`config.mk`:
```
export PLATFORM = sky130hd
export DESIGN_NAME = fetch_unit_flat
export DESIGN_NICKNAME = d
export VERILOG_FILES = /design/src/rtl/fetch_unit_if.sv /design/src/rtl/fetch_unit.sv /design/src/flat_wrapper.sv
export SDC_FILE = /design/constraint.sdc
export NUM_CORES = 1
export LEC_CHECK = 0
export ABC_AREA = 1
export BUFFER_PORTS_ARGS = -buffer_cell sky130_fd_sc_hd__buf_2
export CAP_MARGIN = 20
export CORE_AREA = 2 2 156 158
export CTS_BUF_LIST = sky130_fd_sc_hd__clkbuf_16
export DETAILED_ROUTE_END_ITERATION = 12
export DIE_AREA = 0 0 158 160
export PLACE_DENSITY = 0.71
export SLEW_MARGIN = 40
export SYNTH_ARGS = -nofsm -noshare
export SYNTH_HDL_FRONTEND = slang
export SYNTH_SLANG_ARGS = --single-unit
```
`constraint.sdc`:
```
create_clock -name clk_i -period 1.85 [get_ports clk_i]
set_input_delay 0.37 -clock clk_i [delete_from_list [all_inputs] [get_ports clk_i]]
set_output_delay 0.37 -clock clk_i [all_outputs]
set_load 0.05 [all_outputs]
```
`src/rtl/fetch_unit_if.sv`:
```
// Handshake bundle between the fetch stage, the PC register, instruction memory and decode.
// The fetch unit uses the master modport; its environment uses the slave modport.
interface fetch_unit_if;
  logic [63:0] pc_i;
  logic        pc_we_o;
  logic [63:0] npc_o;
  logic        redirect_valid_i;
  logic [63:0] redirect_pc_i;
  logic        imem_req_valid_o;
  logic        imem_req_ready_i;
  logic [63:0] imem_req_addr_o;
  logic        imem_rsp_valid_i;
  logic [31:0] imem_rsp_data_i;
  logic        imem_rsp_err_i;
  logic        inst_valid_o;
  logic        inst_ready_i;
  logic [31:0] inst_o;
  logic [63:0] inst_pc_o;
  logic        inst_misalign_o;
  logic        inst_acc_fault_o;

  modport master (
    input  pc_i, redirect_valid_i, redirect_pc_i, imem_req_ready_i,
           imem_rsp_valid_i, imem_rsp_data_i, imem_rsp_err_i, inst_ready_i,
    output pc_we_o, npc_o, imem_req_valid_o, imem_req_addr_o,
           inst_valid_o, inst_o, inst_pc_o, inst_misalign_o, inst_acc_fault_o
  );

  modport slave (
    output pc_i, redirect_valid_i, redirect_pc_i, imem_req_ready_i,
           imem_rsp_valid_i, imem_rsp_data_i, imem_rsp_err_i, inst_ready_i,
    input  pc_we_o, npc_o, imem_req_valid_o, imem_req_addr_o,
           inst_valid_o, inst_o, inst_pc_o, inst_misalign_o, inst_acc_fault_o
  );
endinterface

```
`src/rtl/fetch_unit.sv`:
```
// Single-outstanding instruction fetch stage: one memory request per instruction,
// a one-entry buffer towards decode, and redirect handling with response draining.
module fetch_unit (
  input  logic         clk_i,
  input  logic         rst_ni,
  fetch_unit_if.master bus
);

  typedef enum logic [2:0] {
    IDLE,
    REQ,
    WAIT,
    HOLD,
    DRAIN,
    FAULT
  } state_e;

  state_e      state_q, state_d;
  logic [31:0] inst_q, inst_d;
  logic [63:0] inst_pc_q, inst_pc_d;
  logic        misalign_q, misalign_d;
  logic        acc_fault_q, acc_fault_d;

  logic        redirect;
  logic        pc_aligned;
  logic        req_valid;
  logic        pc_we;
  logic [63:0] npc;
  logic        inst_valid;

  // A redirect only ever wins over the +4 update; in IDLE it is ignored entirely.
  always_comb begin
    state_d     = state_q;
    inst_d      = inst_q;
    inst_pc_d   = inst_pc_q;
    misalign_d  = misalign_q;
    acc_fault_d = acc_fault_q;
    req_valid   = 1'b0;
    pc_we       = 1'b0;
    npc         = 64'd0;
    inst_valid  = 1'b0;
    redirect    = bus.redirect_valid_i && (state_q != IDLE);
    pc_aligned  = (bus.pc_i[1:0] == 2'b00);

    case (state_q)
      IDLE: state_d = REQ;
      REQ: begin
        req_valid = pc_aligned;
        if (redirect) begin
          state_d = (pc_aligned && bus.imem_req_ready_i) ? DRAIN : REQ;
        end else if (!pc_aligned) begin
          inst_pc_d   = bus.pc_i;
          inst_d      = 32'd0;
          misalign_d  = 1'b1;
          acc_fault_d = 1'b0;
          state_d     = HOLD;
        end else if (bus.imem_req_ready_i) begin
          inst_pc_d   = bus.pc_i;
          misalign_d  = 1'b0;
          acc_fault_d = 1'b0;
          state_d     = WAIT;
        end
      end
      WAIT: begin
        if (bus.imem_rsp_valid_i) begin
          if (redirect) begin
            state_d = REQ;
          end else begin
            inst_d      = bus.imem_rsp_err_i ? 32'd0 : bus.imem_rsp_data_i;
            acc_fault_d = bus.imem_rsp_err_i;
            state_d     = HOLD;
          end
        end else if (redirect) begin
          state_d = DRAIN;
        end
      end
      HOLD: begin
        inst_valid = !redirect;
        if (redirect) begin
          state_d = REQ;
        end else if (bus.inst_ready_i) begin
          if (misalign_q || acc_fault_q) begin
            state_d = FAULT;
          end else begin
            pc_we   = 1'b1;
            npc     = bus.pc_i + 64'd4;
            state_d = REQ;
          end
        end
      end
      FAULT: begin
        if (redirect) state_d = REQ;
      end
      DRAIN: begin
        if (bus.imem_rsp_valid_i) state_d = REQ;
      end
      default: state_d = IDLE;
    endcase

    if (redirect) begin
      pc_we = 1'b1;
      npc   = bus.redirect_pc_i;
    end
  end

  always_ff @(posedge clk_i) begin
    if (!rst_ni) begin
      state_q     <= IDLE;
      inst_q      <= 32'd0;
      inst_pc_q   <= 64'd0;
      misalign_q  <= 1'b0;
      acc_fault_q <= 1'b0;
    end else begin
      state_q     <= state_d;
      inst_q      <= inst_d;
      inst_pc_q   <= inst_pc_d;
      misalign_q  <= misalign_d;
      acc_fault_q <= acc_fault_d;
    end
  end

  assign bus.pc_we_o          = pc_we;
  assign bus.npc_o            = npc;
  assign bus.imem_req_valid_o = req_valid;
  assign bus.imem_req_addr_o  = (state_q == IDLE) ? 64'd0 : bus.pc_i;
  assign bus.inst_valid_o     = inst_valid;
  assign bus.inst_o           = inst_q;
  assign bus.inst_pc_o        = inst_pc_q;
  assign bus.inst_misalign_o  = misalign_q;
  assign bus.inst_acc_fault_o = acc_fault_q;

  // Responses are only legal while one is outstanding; stray ones are dropped.
  rsp_only_when_outstanding: assert property (@(posedge clk_i) disable iff (!rst_ni)
    bus.imem_rsp_valid_i |-> (state_q == WAIT || state_q == DRAIN));

endmodule

```
`src/flat_wrapper.sv`:
```
// flat-port wrapper written by rule: the top's interface ports become plain ports
module fetch_unit_flat 
  (clk_i, rst_ni, bus_pc_i, bus_redirect_valid_i, bus_redirect_pc_i, bus_imem_req_ready_i, bus_imem_rsp_valid_i, bus_imem_rsp_data_i, bus_imem_rsp_err_i, bus_inst_ready_i, bus_pc_we_o, bus_npc_o, bus_imem_req_valid_o, bus_imem_req_addr_o, bus_inst_valid_o, bus_inst_o, bus_inst_pc_o, bus_inst_misalign_o, bus_inst_acc_fault_o);
  fetch_unit_if bus_i ();
  input  logic clk_i;
  input  logic rst_ni;
  input wire logic [$bits(bus_i.pc_i)-1:0] bus_pc_i;
  input wire logic [$bits(bus_i.redirect_valid_i)-1:0] bus_redirect_valid_i;
  input wire logic [$bits(bus_i.redirect_pc_i)-1:0] bus_redirect_pc_i;
  input wire logic [$bits(bus_i.imem_req_ready_i)-1:0] bus_imem_req_ready_i;
  input wire logic [$bits(bus_i.imem_rsp_valid_i)-1:0] bus_imem_rsp_valid_i;
  input wire logic [$bits(bus_i.imem_rsp_data_i)-1:0] bus_imem_rsp_data_i;
  input wire logic [$bits(bus_i.imem_rsp_err_i)-1:0] bus_imem_rsp_err_i;
  input wire logic [$bits(bus_i.inst_ready_i)-1:0] bus_inst_ready_i;
  output wire logic [$bits(bus_i.pc_we_o)-1:0] bus_pc_we_o;
  output wire logic [$bits(bus_i.npc_o)-1:0] bus_npc_o;
  output wire logic [$bits(bus_i.imem_req_valid_o)-1:0] bus_imem_req_valid_o;
  output wire logic [$bits(bus_i.imem_req_addr_o)-1:0] bus_imem_req_addr_o;
  output wire logic [$bits(bus_i.inst_valid_o)-1:0] bus_inst_valid_o;
  output wire logic [$bits(bus_i.inst_o)-1:0] bus_inst_o;
  output wire logic [$bits(bus_i.inst_pc_o)-1:0] bus_inst_pc_o;
  output wire logic [$bits(bus_i.inst_misalign_o)-1:0] bus_inst_misalign_o;
  output wire logic [$bits(bus_i.inst_acc_fault_o)-1:0] bus_inst_acc_fault_o;
  assign bus_i.pc_i = bus_pc_i;
  assign bus_i.redirect_valid_i = bus_redirect_valid_i;
  assign bus_i.redirect_pc_i = bus_redirect_pc_i;
  assign bus_i.imem_req_ready_i = bus_imem_req_ready_i;
  assign bus_i.imem_rsp_valid_i = bus_imem_rsp_valid_i;
  assign bus_i.imem_rsp_data_i = bus_imem_rsp_data_i;
  assign bus_i.imem_rsp_err_i = bus_imem_rsp_err_i;
  assign bus_i.inst_ready_i = bus_inst_ready_i;
  assign bus_pc_we_o = bus_i.pc_we_o;
  assign bus_npc_o = bus_i.npc_o;
  assign bus_imem_req_valid_o = bus_i.imem_req_valid_o;
  assign bus_imem_req_addr_o = bus_i.imem_req_addr_o;
  assign bus_inst_valid_o = bus_i.inst_valid_o;
  assign bus_inst_o = bus_i.inst_o;
  assign bus_inst_pc_o = bus_i.inst_pc_o;
  assign bus_inst_misalign_o = bus_i.inst_misalign_o;
  assign bus_inst_acc_fault_o = bus_i.inst_acc_fault_o;
  fetch_unit u_core (.clk_i(clk_i), .rst_ni(rst_ni), .bus(bus_i));
endmodule
```
==> impl_metrics.toml, run 1 <==
[sta]
fin_setup_tns_ns = -49.20
whs_ns = 0.287
finClkSkew_ns = 0.0131
slew_headroom_pct = 72.4
tightest_slew_ns = 0.410
clock.fmax_mhz = 398
fin_crit_ns = 2.51
slew_viol_final = 0
setup_viol = 129
hold_viol = 0
grt_setup_unrepaired = "yes"
timing.final.crit_share_pct = 136
setup_ws_ns = -0.663

[clocking]
clk_pin_slew_worst_paths_ns = 0.08
numCtsBuffers = 9
cts_tree = "built"
clockRootBuffer = "clkbuf_16"
cts_max_level = 3
clk_latency_ns = 0.36
cts_sinks = 101
cts_buffer_depth = 2

[synth]
synth_cell_types = 32
synthArstFlopShare_pct = 0
yosysSeqAreaShare_pct = 29.2
synth_edf_count = 0
netlist_area_sq_mm = 0.00691
avgSynthCellArea_sq_um = 5.60
synth_nets = 1402
yosys-top-cells-count = "325 x nand2_1, 236 x nor2_1, 157 x o21ai_0"
synthFlopType = "dfxtp_1"
yosys_warnings = 0
yosysTopAreaCellShare_pct = 29.2
synth_cells = 1234
ys_ff_latch = 101
synth.most_common_cell = "nand2_1"
synthTopCellsByArea = "dfxtp_1 29%, nand2_1 18%, nor2_1 13%"
post-synth-top-area-cell = "dfxtp_1"

[floorplanning]
rows = 57
die_x_um = 158
dieArea_sq_mm = 0.0253
die-height_um = 160
io_pins = 396
core_region_area_sq_mm = 0.0238
initial_core_util_pct = 29.0

[critical_path]
max_stage_delay_ns = 0.35
worst-path-buf-inv = 3
critical_path_arrival_ns = 2.14
cp_max_fo = 9
worst_setup_path_end_kind = "primary output"
critPathKind = "flip-flop to primary output"
cp_common_cell = "nand2_4"
slowest_stage = "dfxtp_4"
path_delay_family = "simple AND/OR/NAND/NOR gates"
worstPathCellList = "or2_4 > nor3_4 > nand2_4 > clkinv_8 > clkbuf_16 > nand2_4 > o21ai_4 > buf_6"
crit_required_ns = 1.48
critical_path.startpoint_type = "flip-flop"

[drt]
via_per_inst = 5.13
firstDrtPassIters = 5
drc_errors = 0
initialDrtViolationCount = 952
routed-via-count = 11100
ant_nets = 0
avgRoutedWirePerCell_um = 19.3
drt-total-wl_um = 41700

[worst_hold_path]
hp-class = "input port to flip-flop"

[grt]
grt_pass1_wl_um = 56600
gr-total-overflow = 0
grt_pass1_vias = 10300
grt_max_degree = 75
grtUsageTotal_pct = 29.1
antenna_found_initial = 7

[status]
violations = "negative setup slack"
status = "finished with violations"

[pwr]
p_per_area_mw_per_mm2 = 820
power.leakage_nw = 6.80
ir_drop_mv = 0.486

[layout]
nets = 1997
fin_area_sq_mm = 0.0145
drive_above_1_share_pct = 49.3
syn_to_final_growth_pct = 110

[place]
portBuffers = 395
dp.final_hpwl_um = 29100
gp_congestion = 0.983
dpl_cell_area_sq_mm = 0.0117

[run]
maxCapViolations = 0
==> through the flow <==
step                power, mW  worst slack, ns  instances  util [%]
detailed placement       8.04           -0.716       2118      49.2
global placement         8.01           -0.720       2118      49.2
finish                   11.9           -0.663       2165      60.8
global route             12.3           -0.721       2164      60.8
floorplan                6.36           -0.139       1234         -
CTS                      11.1           -0.603       2146      56.6
==> worst reg2reg max path: cells and delay by family (launching register included) <==
kind,cells,cell delay [ns]
flops,1,0.35
compound gates,2,0.27
simple gates,5,0.51
buf+inv,5,0.65
==> cells by family (layout without fill, tap and decap cells) <==
logic type,count (synthesis),after routing,share of synthesized area [%]
fa+ha+maj,1,1,0.181
buf+inv,186,786,10.6
simple gates,674,674,39.7
other cells,0,7,0
flops,101,101,29.2
compound gates,272,272,20.3
==> power by group <==
part	leakage [nW]	total [mW]	switching, mW	internal, mW
registers	0.830	2.61	0.151	2.46
clock network	0.150	2.07	1.03	1.03
logic	5.82	7.20	4.68	2.52
==> worst paths after layout <==
check / startpoint / end / slack, ns / cells past startpoint
max reg2reg: u_core.state_q[2]$_SDFFE_PN0P_ / u_core.bus.inst_o[20]$_SDFFE_PN0P_ / 0 / 12
max: u_core.bus.inst_acc_fault_o$_SDFFE_PN0P_ / bus_npc_o[40] / -0.66 / 8
min: bus_imem_rsp_err_i / u_core.bus.inst_acc_fault_o$_SDFFE_PN0P_ / 0.29 / 3
min reg2reg: u_core.bus.inst_pc_o[0]$_SDFFE_PN0P_ / u_core.bus.inst_pc_o[0]$_SDFFE_PN0P_ / 0.47 / 2
==> placed cells by master, fill, tap and decap left out, types with 3 or more instances in the layout <==
cell	Yosys	layout
dfxtp_1	101	96
nand3b_1	3	3
a21oi_1	84	77
nor2_4	3	81
nand3_2	0	17
o21ai_4	0	23
diode_2	0	7
nand4_1	9	9
buf_4	3	201
inv_4	0	3
nand2_2	3	33
o21ai_2	0	10
o21ai_1	21	22
o211ai_1	3	3
nor2_2	10	12
nand2_4	0	37
buf_8	0	55
o21ai_0	157	123
nand2_1	325	258
a21oi_2	0	7
nand3_1	70	44
inv_1	129	127
dfxtp_2	0	3
buf_12	0	30
clkbuf_16	0	16
buf_6	0	71
nor2_1	236	156
nor3_1	8	8
buf_16	0	9
nand3_4	0	9
buf_2	19	264
==> per-layer routing <==
metal  part of all wire [%]  vias to the layer above  wire [um]  global-route usage, %
li1                       -                     5154          -                      -
met1                     37                     5225      15600                   33.5
met2                     50                      594      20900                   52.6
met3                    8.5                      121       3560                   6.21
met4                    3.9                        2       1650                   10.4
met5                  0.031                        -         13                      0
==> area by class of cell <==
cell class                      count  area, sq um
Fill cell                        2093         9330
Sequential cell                   101         2030
Clock inverter                      6         61.3
Timing Repair inverter              1         30.0
Clock buffer                       10          250
Antenna cell                        7         17.5
Multi-Input combinational cell    947         5690
Timing Repair Buffer              636         5450
Inverter                          133          546
Tap cell                          324          405
==> sequential cells by signal, summed over array words and instances (netlist names) <==
register,cells
u_core.bus.inst_misalign_o,1
u_core.bus.inst_o,32
u_core.state_q,3
u_core.bus.inst_pc_o,64
u_core.bus.inst_acc_fault_o,1
==> what timing repair did <==
item                                    CTS  global route
pin swaps                                13            26
gates cloned                              8             9
buffers inserted                          4             4
hold buffers                              0             0
gates resized for setup                 357           194
endpoints found under the setup margin  132           194
No activity file was read; power rests on OpenSTA's default activity.
==> run 2: changes to the inputs <==
--- a/config.mk
+++ b/config.mk
@@ -12,7 +12,7 @@
 export CTS_BUF_LIST = sky130_fd_sc_hd__clkbuf_16
 export DETAILED_ROUTE_END_ITERATION = 12
 export DIE_AREA = 0 0 158 160
-export PLACE_DENSITY = 0.71
+export PLACE_DENSITY = 0.69
 export SLEW_MARGIN = 40
 export SYNTH_ARGS = -nofsm -noshare
 export SYNTH_HDL_FRONTEND = slang
==> constraint.sdc (replaced) <==
create_clock -name clk_i -period 3 [get_ports clk_i]
set_input_delay 0.6 -clock clk_i [delete_from_list [all_inputs] [get_ports clk_i]]
set_output_delay 0.6 -clock clk_i [all_outputs]
set_load 0.05 [all_outputs]
==> impl_metrics.toml, run 2 (synthesis results as in run 1) <==
[drt]
ant_nets = 0
drc_errors = 0
avgRoutedWirePerCell_um = 17.7
via_per_inst = 4.96
routed-via-count = 9730
initialDrtViolationCount = 942
drt-total-wl_um = 34700
firstDrtPassIters = 5

[place]
dp.final_hpwl_um = 28000
dpl_cell_area_sq_mm = 0.00948
portBuffers = 395
gp_congestion = 1.07

[grt]
grtUsageTotal_pct = 26.4
grt_pass1_vias = 9019
grt_pass1_wl_um = 50900
grt_max_degree = 65
antenna_found_initial = 9
gr-total-overflow = 0

[critical_path]
critical_path_arrival_ns = 2.35
critical_path.startpoint_type = "input port"
critPathKind = "input port to primary output"
max_stage_delay_ns = 0.25
cp_max_fo = 6
reg2reg_to = "u_core.bus.inst_o[30]$_SDFFE_PN0P_"
cp_common_cell = "nand2_1"
reg2reg_from = "u_core.state_q[1]$_SDFFE_PN0P_"
slowest_stage = "buf_2"
worstPathCellList = "buf_2 > buf_4 > nand3_1 > inv_1 > nand2_2 > nor2_4 > nand2_1 > nor2_2 > nand2_1 > nand2_1 > nand2_1 > buf_2"
rr_worst_depth = 8
r2r_setup_slack_ns = 1.06
crit_required_ns = 2.40
worst_setup_path_end_kind = "primary output"

[worst_hold_path]
hp-class = "flip-flop to flip-flop"
worstHoldEndpoint = "u_core.bus.inst_pc_o[1]$_SDFFE_PN0P_"
hold_path_depth = 2
worst_hold_startpoint = "u_core.bus.inst_pc_o[1]$_SDFFE_PN0P_"

[pwr]
ir_drop_mv = 0.255
p_per_area_mw_per_mm2 = 591
power_mw = 5.87
power.leakage_nw = 5.24

[layout]
layout_commonest_cell = "buf_2"
final_cell_mix = "379 x buf_2, 324 x nand2_1, 224 x nor2_1, 154 x o21ai_0, 128 x inv_1"
final_core_utilization_pct = 41.7
fin_area_sq_mm = 0.00993
nets = 1794
fill_cells = 2672
multi_input_area_sq_mm = 0.00422
largest_reg_flops = 64
syn_to_final_growth_pct = 43.7
drive_above_1_share_pct = 30.2
register_area_sq_mm = 0.00202

[sta]
fin_crit_ns = 2.95
slew_viol_final = 0
tightest_slew_ns = 0.600
slew_headroom_pct = 60.0
timing.final.crit_share_pct = 98.2
setup_viol = 0
grt_setup_unrepaired = "yes"
clock.fmax_mhz = 339
whs_ns = 0.466
hold_viol = 0
finClkSkew_ns = 0.0163

[clocking]
cts_sinks = 101
clockRootBuffer = "clkbuf_16"
cts_buffer_depth = 2
cts_tree = "built"
clk_pin_slew_worst_paths_ns = 0.09
cts_max_level = 3
ctsHoldBuffers = 0
numCtsBuffers = 9
clk_latency_ns = 0.37

[floorplanning]
die_x_um = 158
io_pins = 396
dieArea_sq_mm = 0.0253
die-height_um = 160
rows = 57
initial_core_util_pct = 29.0
core_region_area_sq_mm = 0.0238

[status]
status = "complete, no violations"

[run]
maxCapViolations = 0
## run 2: cell types whose count changed in the layout (fill, tap and decap cells not counted), sizes merged
cell / change
diode: +1
clkinvlp: -1
buf: -202
inv: +1
clkbuf: -1
## run 2: power breakdown
part	internal [mW]	total [mW]	switching, mW
Combinational	0.653	2.99	2.33
Clock	0.604	1.28	0.677
Sequential	1.52	1.60	0.0840
Total	2.77	5.87	3.09
## run 2: repair_timing
action                                  CTS  global route
gates cloned                              0             0
resized for setup                         1            37
pin swaps                                 0             4
endpoints found under the setup margin    8            41
setup buffers                             0             2
## run 2: cell type report
class	instances	share of cell area [%]
antenna	8	0.202
timing repair buffer	434	24.6
sequential	101	20.4
clock inverter	7	0.894
inverter	133	5.09
multi-input combinational	947	42.5
tap	324	4.08
clock buffer	9	2.27
## run 2: routing by layer
metal	part of all wire, %	track usage, %
met5	0.078	0
met4	2.6	9.01
met3	9.2	5.37
met2	47	43.9
met1	42	33.9
## run 2: worst max-delay path: cells and delay by family
family                 cells  cell delay, ns
buffers and inverters      4            0.63
AND/OR/NAND/NOR            8            1.10
## run 2: per-stage QoR
stage / setup slack [ns] / instances / TNS, ns
finish: 0.0530 / 1963 / 0
global route: -0.0306 / 1961 / -0.0327
CTS: 0.0167 / 1953 / 0
detailed placement: 0.0201 / 1937 / 0
global placement: 0.0434 / 1937 / 0
floorplan: -0.130 / 1234 / -0.272
## run 2: worst max-delay path by stage
stage                                                       start  cells after the start  slack [ns]       endpoint
after detailed placement                              bus_pc_i[2]                     12        0.02  bus_npc_o[54]
final                                                 bus_pc_i[3]                     12        0.05  bus_npc_o[29]
after global placement                                bus_pc_i[2]                     11        0.04  bus_npc_o[52]
after CTS                                             bus_pc_i[2]                     11        0.02  bus_npc_o[52]
after global routing                                  bus_pc_i[2]                     11       -0.03  bus_npc_o[52]
after floorplan           u_core.bus.inst_misalign_o$_SDFFE_PN0P_                      5       -0.13  bus_npc_o[15]
==> run 3: changes to the inputs <==
--- a/config.mk
+++ b/config.mk
@@ -9,7 +9,7 @@
 export BUFFER_PORTS_ARGS = -buffer_cell sky130_fd_sc_hd__buf_2
 export CAP_MARGIN = 20
 export CORE_AREA = 2 2 156 158
-export CTS_BUF_LIST = sky130_fd_sc_hd__clkbuf_16
+export CTS_BUF_LIST = sky130_fd_sc_hd__clkbuf_2 sky130_fd_sc_hd__clkbuf_4 sky130_fd_sc_hd__clkbuf_8
 export DETAILED_ROUTE_END_ITERATION = 12
 export DIE_AREA = 0 0 158 160
 export PLACE_DENSITY = 0.69
==> impl_metrics.toml, run 3 (synthesis results as in run 1) <==
[sta]
slew_viol_final = 0
hold_viol = 0
finClkSkew_ns = 0.0258
timing.final.crit_share_pct = 98.6
slew_headroom_pct = 59.9
tightest_slew_ns = 0.602
fin_setup_tns_ns = 0
fin_crit_ns = 2.96
grt_setup_unrepaired = "yes"
whs_ns = 0.471
setup_viol = 0
clock.fmax_mhz = 338

[drt]
initialDrtViolationCount = 984
drc_errors = 0
routed-via-count = 9748
ant_nets = 0
firstDrtPassIters = 5
wl_met1_um = 14300
via_per_inst = 4.97
avgRoutedWirePerCell_um = 17.8
top_layer_used = "met5"
dr_wl_met2_um = 16200
drt-total-wl_um = 34900
wl_met3_um = 3210

[floorplanning]
rows = 57
initial_core_util_pct = 29.0
die-height_um = 160
dieArea_sq_mm = 0.0253
core_region_area_sq_mm = 0.0238
io_pins = 396
die_x_um = 158

[grt]
grt_max_degree = 65
grt_pass1_vias = 9003
grtUsageTotal_pct = 26.4
antenna_found_initial = 10
grt_pass1_wl_um = 50800
gr-total-overflow = 0

[critical_path]
worst_setup_path_end_kind = "primary output"
critPathKind = "input port to primary output"
reg2reg_from = "u_core.state_q[1]$_SDFFE_PN0P_"
r2r_setup_slack_ns = 1.06
cp_max_fo = 5
critical_path.startpoint_type = "input port"
cp-startpoint = "bus_pc_i[10]"
critical_path_arrival_ns = 2.36
crit_required_ns = 2.40

[pwr]
p_comb_share_pct = 53.8
p_seq_share_pct = 28.7
p_per_area_mw_per_mm2 = 566
ir_drop_mv = 0.255
p_clk_share_pct = 17.6
power.leakage_nw = 5.19
p_sw_share_pct = 54.8
switchingPower_mw = 3.07
internal_power_mw = 2.53

[layout]
drive_above_1_share_pct = 30.4
final_core_utilization_pct = 41.5
largest_reg_flops = 64
register_area_sq_mm = 0.00203
multi_input_area_sq_mm = 0.00422
layout_commonest_cell = "buf_2"
syn_to_final_growth_pct = 43.0
fill_cells = 2680
final_cell_mix = "364 x buf_2, 323 x nand2_1, 224 x nor2_1, 154 x o21ai_0, 128 x inv_1"
nets = 1793

[status]
status = "complete, no violations"

[worst_hold_path]
hp-class = "flip-flop to flip-flop"
worst_hold_startpoint = "u_core.bus.inst_pc_o[1]$_SDFFE_PN0P_"

[place]
dp.final_hpwl_um = 28000
portBuffers = 395
gp_congestion = 1.07

[clocking]
cts_buffer_depth = 2
clk_pin_slew_worst_paths_ns = 0.13
cts_max_level = 3
clk_latency_ns = 0.42
numCtsBuffers = 9
cts_tree = "built"
clockRootBuffer = "clkbuf_8"
cts_sinks = 101

[run]
maxCapViolations = 0
run 3: cell types whose count changed in the layout (fill, tap and decap cells not counted), sizes merged:
cell | before | now
buf | 428 | 419
clkbuf | 15 | 23
clkinv | 5 | 6
diode | 8 | 7
inv | 135 | 134
run 3: layout make-up:
| class | count | area share [%] |
|---|---|---|
| multi-input combinational | 947 | 42.7 |
| timing repair buffer | 433 | 25.2 |
| sequential | 101 | 20.5 |
| inverter | 133 | 5.14 |
| tap | 324 | 4.10 |
| clock buffer | 9 | 1.25 |
| clock inverter | 7 | 0.899 |
| antenna | 7 | 0.177 |
run 3: final timing paths:
check | end | cells after the start
hold reg to reg | u_core.bus.inst_pc_o[1]$_SDFFE_PN0P_ | 2
hold / removal | u_core.bus.inst_pc_o[1]$_SDFFE_PN0P_ | 2
setup reg to reg | u_core.bus.inst_o[30]$_SDFFE_PN0P_ | 8
setup / recovery | bus_npc_o[61] | 10
run 3: per-layer routing:
| metal | up-vias | track usage (%) |
|---|---|---|
| met3 | 58 | 5.73 |
| met2 | 481 | 43.7 |
| met1 | 4466 | 33.5 |
| met5 | - | 0 |
| met4 | 6 | 9.75 |
| li1 | 4737 | - |
run 3: critical path: stages:
cell and delay [ns]:
buf_2 0.16, nand2_1 0.12, nor2_1 0.19, nand2_1 0.10, nor2_1 0.27, nand2_1 0.15, o21ai_0 0.28, nand3_1 0.18
nand2_1 0.16, buf_12 0.15
run 3: timing repair:
action,4_1_cts,5_1_grt
hold endpoints to repair,0,0
setup buffers,0,1
cloned,0,0
endpoints found under the setup margin,27,48
resized for setup,5,64
hold buffers,0,0
pin swaps,0,6
run 3: power by group through the flow:
stage	Sequential [mW]	Clock, mW	Combinational, mW
after floorplan	2.22	0	1.54
after detailed placement	1.63	0	2.98
after global placement	1.63	0	2.97
after CTS	1.60	1.02	2.99
final	1.60	0.982	3.01
after global routing	1.62	1.05	3.18
run 3: per-stage QoR:
step / total power, mW / instances / cell area (sq um) / worst slack [ns]
finish: 5.59 / 1961 / 9890 / 0.0419
global route: 5.85 / 1959 / 9880 / -0.0467
CTS: 5.61 / 1953 / 9710 / 0.00198
detailed placement: 4.60 / 1937 / 9480 / 0.0201
global placement: 4.59 / 1937 / 9480 / 0.0434
floorplan: 3.77 / 1234 / 6910 / -0.130
